$ cat src/rtl/io_pkg.sv
// rtl/io_pkg.sv - shared MMIO address map and controller state encoding
package io_pkg;

  localparam logic [31:0] DEF_SEG_ADDR = 32'hFFFF_FFF0;
  localparam logic [31:0] DEF_LED_ADDR = 32'hFFFF_FFF4;
  localparam logic [31:0] DEF_SWW_ADDR = 32'hFFFF_FFF8;
  localparam logic [31:0] DEF_SWI_ADDR = 32'hFFFF_FFFC;

  typedef enum logic [1:0] {
    IDLE      = 2'd0,
    RESP      = 2'd1,
    WAIT_CONF = 2'd2
  } ioState_t;

endpackage

$ cat src/rtl/btn_debounce.sv
// rtl/btn_debounce.sv - switch/button synchronizers, button debounce and press edge detect
module btn_debounce #(
  parameter int DEBOUNCE_CYCLES = 20,
  parameter int SW_W            = 16
) (
  input  logic            clk,
  input  logic            rst,
  input  logic            btnRaw,
  input  logic [SW_W-1:0] swRaw,
  output logic [SW_W-1:0] swSync,
  output logic            press
);

  localparam int CW = $clog2(DEBOUNCE_CYCLES + 1);

  logic            btnMeta, btnSync;
  logic [SW_W-1:0] swMeta;
  logic [CW-1:0]   cnt;
  logic            btnStable, btnStableQ;

  always_ff @(posedge clk or negedge rst) begin
    if (!rst) begin
      btnMeta    <= 1'b0;
      btnSync    <= 1'b0;
      swMeta     <= '0;
      swSync     <= '0;
      cnt        <= '0;
      btnStable  <= 1'b0;
      btnStableQ <= 1'b0;
    end else begin
      btnMeta    <= btnRaw;
      btnSync    <= btnMeta;
      swMeta     <= swRaw;
      swSync     <= swMeta;
      btnStableQ <= btnStable;
      // any cycle agreeing with the accepted level restarts the stability count
      if (btnSync == btnStable) begin
        cnt <= '0;
      end else if (cnt == CW'(DEBOUNCE_CYCLES - 1)) begin
        btnStable <= btnSync;
        cnt       <= '0;
      end else begin
        cnt <= cnt + 1'b1;
      end
    end
  end

  assign press = btnStable & ~btnStableQ;

endmodule

$ cat src/rtl/mmio_ctrl.sv
// rtl/mmio_ctrl.sv - CPU MMIO slave for seven-segment, LEDs and switches with confirm-press read
module mmio_ctrl
  import io_pkg::*;
#(
  parameter int          DEBOUNCE_CYCLES = 20,
  parameter logic [31:0] SEG_ADDR        = DEF_SEG_ADDR,
  parameter logic [31:0] LED_ADDR        = DEF_LED_ADDR,
  parameter logic [31:0] SWW_ADDR        = DEF_SWW_ADDR,
  parameter logic [31:0] SWI_ADDR        = DEF_SWI_ADDR
) (
  input  logic        clk,
  input  logic        rst,
  input  logic        req,
  input  logic        we,
  input  logic [31:0] addr,
  input  logic [31:0] wdata,
  output logic        ack,
  output logic [31:0] rdata,
  output logic        err,
  input  logic [15:0] sw_in,
  input  logic        confirm_btn,
  output logic [31:0] seg_data,
  output logic [15:0] led_data,
  output logic        waiting
);

  ioState_t    state, nextState;
  logic [15:0] swSync;
  logic        press;
  logic        errQ;
  logic        accept;

  btn_debounce #(
    .DEBOUNCE_CYCLES(DEBOUNCE_CYCLES),
    .SW_W           (16)
  ) uDebounce (
    .clk   (clk),
    .rst   (rst),
    .btnRaw(confirm_btn),
    .swRaw (sw_in),
    .swSync(swSync),
    .press (press)
  );

  assign accept = (state == IDLE) && req;

  always_ff @(posedge clk or negedge rst) begin
    if (!rst) state <= IDLE;
    else      state <= nextState;
  end

  always_comb begin
    nextState = state;
    case (state)
      IDLE:      if (req) nextState = (!we && addr == SWW_ADDR) ? WAIT_CONF : RESP;
      RESP:      nextState = IDLE;
      WAIT_CONF: if (press) nextState = RESP;
      default:   nextState = IDLE;
    endcase
  end

  assign ack     = (state == RESP);
  assign err     = ack & errQ;
  assign waiting = (state == WAIT_CONF);

  // register side effects happen on the accept edge; addr/we/wdata are not looked at afterwards
  always_ff @(posedge clk or negedge rst) begin
    if (!rst) begin
      rdata    <= '0;
      seg_data <= '0;
      led_data <= '0;
      errQ     <= 1'b0;
    end else if (accept) begin
      errQ <= 1'b0;
      case (addr)
        SEG_ADDR: if (we) seg_data <= wdata; else rdata <= seg_data;
        LED_ADDR: if (we) led_data <= wdata[15:0]; else rdata <= {16'h0, led_data};
        SWI_ADDR: if (!we) rdata <= {16'h0, swSync};
        SWW_ADDR: ;
        default: begin
          errQ  <= 1'b1;
          rdata <= '0;
        end
      endcase
    end else if (state == WAIT_CONF && press) begin
      rdata <= {16'h0, swSync};
    end
  end

endmodule

$ cat config.mk
export PLATFORM = sky130hd
export DESIGN_NAME = mmio_ctrl
export DESIGN_NICKNAME = d
export VERILOG_FILES = /design/src/rtl/io_pkg.sv /design/src/rtl/btn_debounce.sv /design/src/rtl/mmio_ctrl.sv
export SDC_FILE = /design/constraint.sdc
export NUM_CORES = 1
export LEC_CHECK = 0
export BUFFER_PORTS_ARGS = -buffer_cell sky130_fd_sc_hd__buf_2
export CELL_PAD_IN_SITES_DETAIL_PLACEMENT = 1
export CELL_PAD_IN_SITES_GLOBAL_PLACEMENT = 1
export CORE_ASPECT_RATIO = 0.75
export CORE_MARGIN = 2
export CORE_UTILIZATION = 31
export DETAILED_ROUTE_END_ITERATION = 7
export GPL_ROUTABILITY_DRIVEN = 0
export HOLD_SLACK_MARGIN = 0.05
export MAX_ROUTING_LAYER = met4
export PLACE_DENSITY = 0.64
export SLEW_MARGIN = 20
export SYNTH_ARGS = -nofsm -noshare
export SYNTH_HDL_FRONTEND = slang
export SYNTH_SLANG_ARGS = --single-unit
$ cat constraint.sdc
create_clock -name clk -period 2.6 [get_ports clk]
set_input_delay 0 -clock clk [delete_from_list [all_inputs] [get_ports clk]]
set_output_delay 0 -clock clk [all_outputs]
set_load 0.01 [all_outputs]
# --- After elaboration in Yosys (flattened, before gate mapping) ---
# Index checks and enable logic that the tools add are counted.
# W data, S select, Z words.
classes:
  add_sub_neg: 1
  eq_ne: 14
  mux: 13
  n_bitwise: 4
  reduce_logical: 12
op_table:
  columns: ["operator", "count"]
  rows:
  - ["$mux W32", 5]
  - ["$eq A32 B32 Y1 const B", 4]
  - ["$pmux W32 S4", 1]
  - ["$mux W5", 2]
  - ["$ne A3 B3 Y1 const B", 3]
  - ["$mux W2", 3]
  - ["$reduce_and A3 Y1", 2]
  - ["$add A5 B1 Y5 const B", 1]
  - ["$eq A5 B5 Y1 const B", 1]
  - ["$reduce_and A5 Y1", 1]
  - ["$ne A2 B2 Y1 const B", 2]
  - ["$pmux W2 S2", 1]
  - ["$reduce_and A2 Y1", 2]
  - ["$reduce_or A4 Y1", 1]
  - ["$logic_and A1 B1 Y1", 3]
  - ["$and A1 B1 Y1", 2]
  - ["$eq A2 B1 Y1 const B", 1]
  - ["$eq A2 B2 Y1 const B", 1]
  - ["$logic_not A2 Y1", 1]
  - ["$ne A2 B1 Y1 const B", 1]
  - ["$not A1 Y1", 2]
  - ["$reduce_bool A2 Y1", 1]
  - ["$eq A1 B1 Y1", 1]
  - ["$logic_not A1 Y1", 1]
  - ["$mux W1", 1]
totals:
  ff_bits: 124
  input_bits: 85
  output_inout_bits: 83
  elab_cells: 56

# --- Depth between registers and ports, before layout ---
# Gate-level depths: netlist of the first run.
logic_depth:
  depth_word: 5
  ltp_mapped: 7
  depth_no_buf: 5

# --- Hierarchy ---
# Synthesis of the first run repeated with hierarchy kept, for this count alone.
unflattened:
  cells_unflattened: 390
  area_unflattened_um2: 5227.5
by_module_without_submodules:
  columns: ["mod", "instances", "cells_per_inst", "area_each_um2", "seq_area_each_um2"]
  rows:
  - ["mmio_ctrl", 1, 332, 4076.4, 2077.0]
  - ["btn_debounce", 1, 58, 1151.1, 1026.0]

# --- Worst setup path before layout of the first run ---
# No wires, ideal clock.
synth_timing:
  path_type: "register to register"
  from: "register state[1]"
  to: "register rdata[0]"
  setup_time_ps: 79
  t_arrival_ps: 1596
  required_time_ps: 2521
  path_slack_ps: 925
  path_stages_with_launch: 7
  n_path_buf: 2
  period_less_slack_ps: 1675
  cell_sequence: "dfrtp_1 -> nor3b_4 -> buf_2 -> nor2_1 -> a31oi_4 -> buf_6 -> mux2i_1"
synth_via:
  elab_chain_len: 4
  word_cells_on_any_way: 11
  classes_between: "eq/ne (5); mux (1); reduce/logical (5)"
synth_rtl:
  columns: ["item", "line", "rtl"]
  rows:
  - ["start, declared", "mmio_ctrl.sv:27", "ioState_t state, nextState;"]
  - ["start signal, assigned", "mmio_ctrl.sv:49", "else state <= nextState;"]
  - ["$logic_not A2 Y1 or $eq A2 B2 Y1 (tied branches)", "mmio_ctrl.sv:45, mmio_ctrl.sv:85", null]
  - ["$logic_and A1 B1 Y1 (on tied branches)", "mmio_ctrl.sv:45, mmio_ctrl.sv:85", null]
  - ["$ne A3 B3 Y1 (no source line), or another cell as far along", null, null]
  - ["$reduce_and A5 Y1 (no source line)", null, null]
  - ["end signal, assigned", "mmio_ctrl.sv:76", "SEG_ADDR: if (we) seg_data <= wdata; else rdata <= seg_data;"]
  - ["end signal, assigned", "mmio_ctrl.sv:77", "LED_ADDR: if (we) led_data <= wdata[15:0]; else rdata <= {16'h0, led_data};"]
  - ["end signal, assigned", "mmio_ctrl.sv:78", "SWI_ADDR: if (!we) rdata <= {16'h0, swSync};"]
  - ["end, declared", "mmio_ctrl.sv:18", "output logic [31:0] rdata,"]
# Several ways; a longest one is shown, not always the timed one.
# A chain may end at the register's enable or synchronous reset.

# --- Final worst setup path of the first run ---
layout_timing:
  from: "register state[1]"
  to: "register led_data[8]"
layout_via:
  elab_chain_len: 3
layout_rtl:
  columns: ["item", "line", "rtl"]
  rows:
  - ["$logic_not A2 Y1", "mmio_ctrl.sv:45", "assign accept = (state == IDLE) && req;"]
  - ["$logic_and A1 B1 Y1", "mmio_ctrl.sv:45", null]
  - ["$reduce_and A3 Y1 (no source line)", null, null]
  - ["end signal, assigned", "mmio_ctrl.sv:77", null]
  - ["end, declared", "mmio_ctrl.sv:23", "output logic [15:0] led_data,"]
# Every way passes these cells.

==> qor.tcl, run 1 <==
set qor(routed-wl-met2_um) 7110
set qor(synth.top_cells.by_count) {dfrtp_1, mux2_2, inv_1}
set qor(worst-endpoint-arrival_ns) 2.24
set qor(yosysSeqAreaShare_pct) 57.8
set qor(power.static_leakage_nw) 3.87
set qor(logic_gate_share_of_total_power_pct) 9.0
set qor(num-nets-final) 708
set qor(timing.final.crit_period_ns) 1.94
set qor(yosys.cell_count.top_type) {dfrtp_1}
set qor(synth_area_sq_um) 5370
set qor(highest_layer) {met4}
set qor(rsz0062_at_grt) {false}
set qor(power_frac_clock_pct) 49.3
set qor(floorplan.rows) 41
set qor(cts_num_sinks) 124
set qor(drt.antenna.violating_nets) 0
set qor(core_area_sq_um) 16900
set qor(vias_per_cell) 4.75
set qor(netlist-cell-type-count) 39
set qor(synth_ff_type) {dfrtp_1}
set qor(clock_tree_from_tritoncts) {yes}
set qor(chipHeight_um) 118
set qor(io_buffers) 167
set qor(total_routed_wirelength_um) 15100
set qor(p_int_mw) 3.81
set qor(synthesis.instances) 398
set qor(run_status) {complete, no violations}
set qor(final_core_util_pct) 44.7
set qor(drt-initial-drc-count) 153
set qor(finalMaxSlewViolations) 0
set qor(drt_first_pass_iters) 3
set qor(dpl.hpwl_um) 10100
set qor(syn_nets) 484
set qor(dieWidth_um) 156
set qor(crit_required_ns) 2.89
set qor(worst-slew-pin-transition_ns) 0.693
set qor(detail_route.drc_violations) 0
set qor(cts_max_path_buffers) 2
set qor(criticalPathCategory) {reg2reg}
set qor(grt_antenna_before_repair) 0
set qor(max_capacitance_violation_count) 0
set qor(place_inst) 767
set qor(cts_post_setup_buffers_inserted) 0
set qor(ys_top_cells_by_area) {dfrtp_1, mux2_2, mux2i_1, mux2_4, a22o_1}
set qor(r2r.worst_path.cells) 3
set qor(netSwitchingPower_mw) 1.10
set qor(pwr-share-seq_pct) 41.7
set qor(finish.cell_count_without_fillers) 848
set qor(areaGrowthSynthToFinish_pct) 40.4
set qor(synth_async_sr_flop_share_pct) 100
set qor(cts.hold.buffers_added) 51
set qor(crit_path_end_kind) {flop}
set qor(yosysWarnings) 0
set qor(power.ir.vdd_worst_mv) 0.381
set qor(fin_worst_skew_ns) 0.00899
set qor(post-layout-total-power_mw) 4.91
set qor(htree_levels) 4
set qor(hold_class) {in2reg}
set qor(grt_start_max_net_pins) 53
set qor(netSwitchingFraction_pct) 22.4
set qor(detailroute.wirelength.met3_um) 897
set qor(fmax_mhz) 514
set qor(overflow) 0
set qor(num_antenna_cells) 0
set qor(synth.avg_cell_area_sq_um) 13.5
set qor(die_footprint_sq_um) 18400
set qor(ys_seq_elements) 124
set qor(final-hold-violation-count) 0
set qor(drive_gt1_share_pct) 43.6
set qor(worstPathMaxFanout) 16
set qor(clock_latency_late_sink_ns) 0.41
set qor(power_density_nw_per_um2) 652
set qor(post_cts_resized) 0
set qor(part_of_the_cycle_the_worst_path_needs_pct) 74.8
set qor(setup_viols_final) 0
set qor(synth_top_cell_area_share_pct) 57.8
set qor(grt_pass1_vias) 4500
set qor(io_pins) 168
set qor(slew-limit-headroom_pct) 53.8
set qor(synth.largest_area_cell) {dfrtp_1}
set qor(worstHoldPathCells) 4
set qor(count_of_flip_flops_with_a_built_in_enable_after_synthesis) 0
set qor(routedWlPerCell_um) 17.8
set qor(num_vias) 4024
set qor(worstSetupStartpointType) {flop}
set qor(wl_met1_um) 6910
set qor(grt_pass1_wl_um) 24200
set qor(groute.usage.overall_pct) 17.6
set qor(tns_ns) 0
set qor(path_clk_slew_ns) 0.05
set qor(initial_utilization_pct) 31.8
set qor(clock_root_buffer) {clkbuf_16}
set qor(tritoncts.num_buffers) 17
==> registers in the layout, summed over array words and instances (netlist names) <==
signal and count:
rdata 32, seg_data 32, led_data 16, uDebounce.swMeta 16, uDebounce.swSync 16, uDebounce.cnt 5, state 2, errQ 1
uDebounce.btnMeta 1, uDebounce.btnStable 1, uDebounce.btnStableQ 1, uDebounce.btnSync 1
==> area by class of cell <==
cell class	count	area [sq um]
clock buffer	22	444
clock inverter	8	144
tap	215	269
timing repair buffer	231	1460
fill	1817	9340
sequential	124	3100
inverter	34	128
multi-input combinational	214	1990
==> path summary, 6_finish.rpt <==
path | startpoint | endpoint | slack [ns]
min reg2reg | uDebounce.swMeta[9] | uDebounce.swSync[9] | 0.35
max reg2reg | state[1] | led_data[8] | 0.66
min in group asynchronous | rst | state[0] | 0.19
min | req | errQ | 0.08
max in group asynchronous | rst | rdata[23] | 1.67
max | state[1] | led_data[8] | 0.66
==> layout by cell type, fill, tap and decap left out, types with 2 or more instances in the layout <==
cell type      count
buf_2            166
dfrtp_1          124
mux2_2            52
dlygate4sd3_1     51
inv_1             34
mux2i_1           33
nand4_1           22
nor2b_1           19
clkbuf_16         17
a22o_1            16
a41oi_1           16
buf_4             13
mux2_4            10
nor2_1             7
nand2_1            6
clkbuf_1           5
o21ai_0            4
bufinv_16          4
mux2_1             3
clkinv_2           3
xnor2_1            2
nand3_1            2
nand2b_1           2
and2_1             2
nor4_4             2
==> cell families (layout without fill, tap and decap cells) <==
| logic type | count (synthesis) | after routing | share of synthesized area (%) |
|---|---|---|---|
| buffers and inverters | 60 | 295 | 5.27 |
| XOR/XNOR | 2 | 2 | 0.326 |
| AO/OA/AOI/OAI | 40 | 40 | 6.39 |
| flip-flops | 124 | 124 | 57.8 |
| multiplexers | 98 | 98 | 20.5 |
| adder cells (fa/ha/maj) | 1 | 1 | 0.233 |
| AND/OR/NAND/NOR | 73 | 73 | 9.47 |
==> power by group through the flow <==
stage / Combinational (mW) / Clock (mW) / Sequential, mW
2_1_floorplan: 0.165 / 0 / 2.09
3_3_place_gp: 0.379 / 0 / 2.08
3_5_place_dp: 0.391 / 0 / 2.08
4_1_cts: 0.452 / 2.48 / 2.05
5_1_grt: 0.493 / 2.56 / 2.05
6_report: 0.443 / 2.42 / 2.05
==> worst max-delay path, stage by stage, from the launching register on <==
cell and delay [ns]:
dfrtp_1 0.43, nor3b_4 0.47, nand4_4 0.47, mux2_4 0.45
==> layer usage <==
layer	vias up	global-route usage [%]
met3	16	5.45
met1	2015	21.5
met5	-	-
met4	0	4.76
met2	127	28.1
li1	1866	-
==> metrics by stage <==
stage | hold slack [ns] | worst slack (ns) | instance area [sq um]
after global routing | 0.106 | 0.505 | 7540
final | 0.0831 | 0.656 | 7540
after CTS | 0.0616 | 0.629 | 7540
after global placement | 0.0847 | 0.595 | 6440
after detailed placement | 0.0998 | 0.545 | 6440
after floorplan | -0.296 | 0.925 | 5370
Note: power is estimated with default switching activity, not from simulation.
==> run 2, diff against run 1 <==
--- a/config.mk
+++ b/config.mk
@@ -5,6 +5,7 @@
 export SDC_FILE = /design/constraint.sdc
 export NUM_CORES = 1
 export LEC_CHECK = 0
+export ABC_AREA = 1
 export BUFFER_PORTS_ARGS = -buffer_cell sky130_fd_sc_hd__buf_2
 export CELL_PAD_IN_SITES_DETAIL_PLACEMENT = 1
 export CELL_PAD_IN_SITES_GLOBAL_PLACEMENT = 1
@@ -15,7 +16,7 @@
 export GPL_ROUTABILITY_DRIVEN = 0
 export HOLD_SLACK_MARGIN = 0.05
 export MAX_ROUTING_LAYER = met4
-export PLACE_DENSITY = 0.64
+export PLACE_DENSITY = 0.71
 export SLEW_MARGIN = 20
 export SYNTH_ARGS = -nofsm -noshare
 export SYNTH_HDL_FRONTEND = slang
==> constraint.sdc (replaced) <==
create_clock -name clk -period 1.7 [get_ports clk]
set_input_delay 0 -clock clk [delete_from_list [all_inputs] [get_ports clk]]
set_output_delay 0 -clock clk [all_outputs]
set_load 0.01 [all_outputs]
==> qor.tcl, run 2 <==
set qor(criticalPathCategory) {reg2reg}
set qor(ys_top_cells_by_area) {dfrtp_1, nand2_1, nand3_1, o21ai_0, mux2_2}
set qor(run_status) {complete, no violations}
set qor(p_int_mw) 5.54
set qor(synth.avg_cell_area_sq_um) 9.29
set qor(rsz0062_at_grt) {true}
set qor(power.ir.vdd_worst_mv) 0.847
set qor(layout_setup_ws_ns) 0.0259
set qor(worstPathMaxFanout) 8
set qor(areaGrowthSynthToFinish_pct) 49.5
set qor(setup_viols_final) 0
set qor(cts_num_sinks) 124
set qor(max_capacitance_violation_count) 0
set qor(drt.antenna.violating_nets) 0
set qor(yosysSeqAreaShare_pct) 60.2
set qor(synth.top_cells.by_count) {nand2_1, dfrtp_1, nand3_1}
set qor(clock_latency_late_sink_ns) 0.42
set qor(final_core_util_pct) 47.7
set qor(grt_pass1_wl_um) 26100
set qor(syn_nets) 641
set qor(yosysWarnings) 0
set qor(synth_area_sq_um) 5160
set qor(mostFrequentLayoutCell) {nand2_1}
set qor(clock_tree_from_tritoncts) {yes}
set qor(htree_levels) 4
set qor(finish.cell_count_without_fillers) 1016
set qor(power.static_leakage_nw) 4.02
set qor(tritoncts.num_buffers) 17
set qor(finalMaxSlewViolations) 0
set qor(count_of_flip_flops_with_a_built_in_enable_after_synthesis) 0
set qor(routedWlPerCell_um) 16.3
set qor(synthMuxAreaShare_pct) 3.49
set qor(fin_worst_skew_ns) 0.00699
set qor(r2r-end) {rdata[20]}
set qor(synth.largest_area_cell) {dfrtp_1}
set qor(slew-limit-headroom_pct) 65.4
set qor(num-nets-final) 879
set qor(drive_gt1_share_pct) 35.6
set qor(die_footprint_sq_um) 17700
set qor(worstSetupStartpointType) {flop}
set qor(grt_antenna_before_repair) 0
set qor(detail_route.drc_violations) 0
set qor(final-hold-violation-count) 0
set qor(grt_start_max_net_pins) 55
set qor(synth_top_cell_area_share_pct) 60.2
set qor(num_antenna_cells) 0
set qor(power_density_nw_per_um2) 949
set qor(clock_root_buffer) {clkbuf_16}
set qor(yosys.cell_count.top_type) {nand2_1}
set qor(holdWs_ns) 0.0920
set qor(initial_utilization_pct) 31.9
set qor(power_frac_clock_pct) 48.2
set qor(num_vias) 4766
set qor(dpl.hpwl_um) 11200
set qor(drt_first_pass_iters) 4
set qor(netSwitchingFraction_pct) 24.3
set qor(worst-slew-pin-transition_ns) 0.520
set qor(synth_ff_type) {dfrtp_1}
set qor(overflow) 0
set qor(timing.final.crit_period_ns) 1.67
set qor(chipHeight_um) 116
set qor(place_inst) 920
set qor(final_cell_area_sq_um) 7710
set qor(crit_required_ns) 2.00
set qor(netlist-cell-type-count) 26
set qor(synth_xor_xnor_area_share_pct) 0.510
set qor(floorplan.rows) 40
set qor(hold_class) {in2async}
set qor(io_pins) 168
set qor(logic_gate_share_of_total_power_pct) 9.1
set qor(synthesis.instances) 555
set qor(worst-endpoint-arrival_ns) 1.97
set qor(ys_seq_elements) 124
set qor(netSwitchingPower_mw) 1.78
set qor(synth-adder-area-share_pct) 0.243
set qor(r2r.worst_path.cells) 11
set qor(total_routed_wirelength_um) 16600
set qor(most-common-layout-cells) {nand2_1, buf_2, dfrtp_1}
set qor(vias_per_cell) 4.69
set qor(grt_pass1_vias) 5149
set qor(reg2reg_slack_ns) 0.03
set qor(dp_worst_setup_slack_ns) 0.0380
set qor(crit_path_end_kind) {flop}
set qor(groute.usage.overall_pct) 19.5
set qor(combinational_family_with_the_most_area_after_synthesis) {simple AND/OR/NAND/NOR gates}
set qor(reg.largest.list) {rdata: 32 flops, seg_data: 32 flops}
set qor(dieWidth_um) 153
set qor(io_buffers) 167
set qor(synthSimpleGateAreaFrac_pct) 24.8
set qor(path_clk_slew_ns) 0.06
set qor(fmax_mhz) 597
set qor(drt-initial-drc-count) 188
set qor(synth_async_sr_flop_share_pct) 100
set qor(place_area_sq_um) 6290
set qor(pwr-share-seq_pct) 42.7
set qor(synth_area_in_compound_gates_pct) 5.58
set qor(part_of_the_cycle_the_worst_path_needs_pct) 98.5
set qor(cts_max_path_buffers) 2
set qor(core_area_sq_um) 16200
set qor(critical_path.reg2reg.startpoint) {state[0]}
run 2: cell count changes after synthesis, sizes merged, moves of 3 or more:
cell / delta
and2: -3
nor2: +21
nand3: +71
a22o: -16
nor2b: -19
buf: +3
nand2: +187
a41oi: -16
nand4: -24
o21ai: +47
mux2i: -33
mux2: -49
run 2: worst max path at each step:
| stage | slack, ns | to | depth (start not counted) | from |
|---|---|---|---|---|
| floorplan | 0.14 | rdata[0] | 11 | state[1] |
| global placement | 0.16 | rdata[20] | 10 | state[1] |
| detailed placement | 0.04 | rdata[27] | 11 | state[1] |
| CTS | 0.02 | rdata[12] | 10 | state[1] |
| global route | -0.05 | rdata[11] | 12 | state[0] |
| finish | 0.03 | rdata[20] | 11 | state[0] |
run 2: metal layers:
layer	vias to the layer above	global-route usage [%]	wire length [um]
li1	2266	-	-
met4	0	5.80	295
met2	113	32.9	8360
met3	28	5.01	655
met5	-	-	0
met1	2359	23.2	7290
run 2: per-stage QoR:
step | total power, mW | TNS, ns
floorplan | 3.34 | 0
global placement | 3.62 | 0
detailed placement | 3.65 | 0
CTS | 7.29 | 0
global route | 7.62 | -0.917
finish | 7.32 | 0
run 2: power by group through the flow:
stage / sequential [mW] / combinational, mW / clock, mW
after floorplan: 3.17 / 0.168 / 0
final: 3.13 / 0.666 / 3.52
after global routing: 3.14 / 0.740 / 3.74
after global placement: 3.17 / 0.447 / 0
after detailed placement: 3.17 / 0.475 / 0
after CTS: 3.12 / 0.567 / 3.61
run 2: logic make-up (layout without fill, tap and decap cells):
logic type	count (synthesis)	in the layout
xor gates and xnor gates	3	3
buffers and inverters	59	310
AOI/OAI and AO/OA	56	56
adders and majority gates	1	1
muxes	16	16
DFF	124	124
and+or+nand+nor	296	296
run 2: critical path, stage by stage (launching register included):
cell and delay (ns):
dfrtp_1 0.42, nor2_2 0.13, nand2_2 0.10, nor2_4 0.14
buf_6 0.12, nand3_4 0.07, nand2_2 0.07, inv_2 0.04
nand3_4 0.09, buf_12 0.13, clkbuf_16 0.16, o21ai_1 0.07
run 2: repair_timing:
action,4_1_cts,5_1_grt
endpoints found under the hold margin,191,0
resized for setup,2,56
setup buffers,0,7
pin swaps,0,12
setup endpoints to repair,1,33
cloned,0,6
hold buffers,51,0
run 2: cell type report:
type	instances	area, sq um
fillers	1892	8460
flip-flops and latches	124	3100
multi-input cells	372	1890
repair buffers	246	1760
clock buffers	18	429
well taps	210	263
clock inverters	14	146
inverters	32	125
==> run 3, diff against run 2 <==
--- a/config.mk
+++ b/config.mk
@@ -11,12 +11,12 @@
 export CELL_PAD_IN_SITES_GLOBAL_PLACEMENT = 1
 export CORE_ASPECT_RATIO = 0.75
 export CORE_MARGIN = 2
-export CORE_UTILIZATION = 31
+export CORE_UTILIZATION = 34
 export DETAILED_ROUTE_END_ITERATION = 7
 export GPL_ROUTABILITY_DRIVEN = 0
 export HOLD_SLACK_MARGIN = 0.05
 export MAX_ROUTING_LAYER = met4
-export PLACE_DENSITY = 0.71
+export PLACE_DENSITY = 0.76
 export SLEW_MARGIN = 20
 export SYNTH_ARGS = -nofsm -noshare
 export SYNTH_HDL_FRONTEND = slang
==> qor.tcl, run 3 (synthesis gave the netlist of run 2 again) <==
set qor(grt_pass1_vias) 5292
set qor(power_density_nw_per_um2) 929
set qor(multi_input_area_sq_um) 1870
set qor(chipHeight_um) 111
set qor(cts_num_sinks) 124
set qor(worstPathMaxFanout) 6
set qor(most-common-layout-cells) {nand2_1, buf_2, dfrtp_1}
set qor(place_inst) 913
set qor(final-hold-violation-count) 0
set qor(crit_path_end_kind) {flop}
set qor(floorplan.rows) 38
set qor(grt_antenna_before_repair) 0
set qor(slew-limit-headroom_pct) 66.3
set qor(cts_max_path_buffers) 2
set qor(core_area_sq_um) 14600
set qor(total_routed_wirelength_um) 17200
set qor(fmax_mhz) 571
set qor(num-nets-final) 883
set qor(grt_start_max_net_pins) 53
set qor(htree_levels) 4
set qor(final_cell_area_sq_um) 7650
set qor(power_frac_clock_pct) 46.9
set qor(rsz0062_at_grt) {true}
set qor(criticalPathCategory) {reg2reg}
set qor(wl_met1_um) 7480
set qor(finish.cell_count_without_fillers) 1011
set qor(reg.largest.list) {rdata: 32 flops, seg_data: 32 flops}
set qor(drt-initial-drc-count) 182
set qor(final_core_util_pct) 52.3
set qor(netSwitchingPower_mw) 1.74
set qor(areaGrowthSynthToFinish_pct) 48.4
set qor(clock_tree_from_tritoncts) {yes}
set qor(overflow) 0
set qor(routed-wl-met2_um) 8690
set qor(finalMaxSlewViolations) 0
set qor(p_int_mw) 5.37
set qor(detail_route.drc_violations) 0
set qor(drt.antenna.violating_nets) 0
set qor(routedWlPerCell_um) 17.0
set qor(dp_worst_setup_slack_ns) 0.0345
set qor(worst-endpoint-arrival_ns) 2.10
set qor(drive_gt1_share_pct) 34.2
set qor(setup_viols_final) 10
set qor(reg2reg_slack_ns) -0.05
set qor(worstSetupStartpointType) {flop}
set qor(grt_pass1_wl_um) 26100
set qor(mostFrequentLayoutCell) {nand2_1}
set qor(num_vias) 4782
set qor(post-layout-total-power_mw) 7.11
set qor(power.static_leakage_nw) 4.01
set qor(power.ir.vdd_worst_mv) 0.675
set qor(place_area_sq_um) 6290
set qor(max_capacitance_violation_count) 0
set qor(layout_setup_ws_ns) -0.0525
set qor(violations) {negative setup slack}
set qor(netSwitchingFraction_pct) 24.5
set qor(fin_worst_skew_ns) 0.00576
set qor(vias_per_cell) 4.73
set qor(seq_area_sq_um) 3100
set qor(hold_class) {in2async}
set qor(die_footprint_sq_um) 16200
set qor(logic_gate_share_of_total_power_pct) 9.2
set qor(dieWidth_um) 146
set qor(crit_required_ns) 2.05
set qor(dpl.hpwl_um) 11300
set qor(worst-slew-pin-transition_ns) 0.506
set qor(r2r.worst_path.cells) 9
set qor(clock_latency_late_sink_ns) 0.42
set qor(tritoncts.num_buffers) 17
set qor(detailroute.wirelength.met3_um) 673
set qor(part_of_the_cycle_the_worst_path_needs_pct) 103
set qor(io_pins) 168
set qor(layout.filler_cells) 1701
set qor(timing.final.crit_period_ns) 1.75
set qor(pwr-share-seq_pct) 43.9
set qor(drt_first_pass_iters) 4
set qor(run_status) {finished, violations left}
set qor(highest_layer) {met4}
set qor(path_clk_slew_ns) 0.06
set qor(io_buffers) 167
set qor(initial_utilization_pct) 35.2
set qor(groute.usage.overall_pct) 21.3
set qor(clock_root_buffer) {clkbuf_16}
==> run 3: changes by cell type in the layout (fill, tap and decap cells not counted), sizes merged <==
cell,previous run,this run
clkinv,8,9
bufinv,2,1
dlygate4sd3,51,52
nand3,73,74
clkinvlp,3,1
clkbuf,22,24
diode,0,1
buf,191,193
==> run 3: layout make-up <==
class / instances / area share [%]
flip-flops and latches: 124 / 40.5
multi-input cells: 373 / 24.4
repair buffers: 249 / 23.1
clock buffers: 20 / 5.71
well taps: 200 / 3.27
inverters: 32 / 1.67
clock inverters: 12 / 1.29
diodes: 1 / 0.0327
==> run 3: worst paths after layout <==
| kind | to | from |
|---|---|---|
| max | rdata[28] | state[1] |
| min | rdata[28] | rst |
| max reg2reg | rdata[28] | state[1] |
| min reg2reg | uDebounce.swSync[12] | uDebounce.swMeta[12] |
| max in group asynchronous | seg_data[19] | rst |
| min in group clk | state[1] | addr[2] |
==> run 3: critical path, stage by stage (launching register included) <==
cell	delay [ns]
dfrtp_1	0.43
nor2_2	0.12
nand2_2	0.10
nor2_4	0.15
buf_6	0.13
nand3_2	0.14
nand3_4	0.25
clkbuf_16	0.19
nand2_1	0.08
o21ai_2	0.08
==> run 3: layer usage <==
| metal | global-route usage [%] | vias to the layer above |
|---|---|---|
| met5 | - | - |
| met2 | 35.4 | 125 |
| met3 | 5.31 | 27 |
| li1 | - | 2281 |
| met4 | 8.48 | 0 |
| met1 | 24.8 | 2349 |
==> run 3: metrics by stage <==
stage	setup TNS (ns)	hold slack, ns
finish	-0.244	0.0882
global route	-2.56	0.125
CTS	0	0.109
detailed placement	0	0.00415
global placement	0	-0.00811
floorplan	0	-0.296
==> run 3: power by group through the flow <==
stage | combinational, mW | sequential (mW) | clock [mW]
finish | 0.656 | 3.12 | 3.33
global route | 0.721 | 3.13 | 3.52
CTS | 0.568 | 3.12 | 3.38
detailed placement | 0.475 | 3.17 | 0
global placement | 0.450 | 3.17 | 0
floorplan | 0.168 | 3.17 | 0
==> run 3: repair_timing <==
action	in CTS	in global routing
setup endpoints to repair	0	33
gates resized for setup	0	40
endpoints found under the hold margin	169	1
setup buffers	0	6
hold buffers	51	1
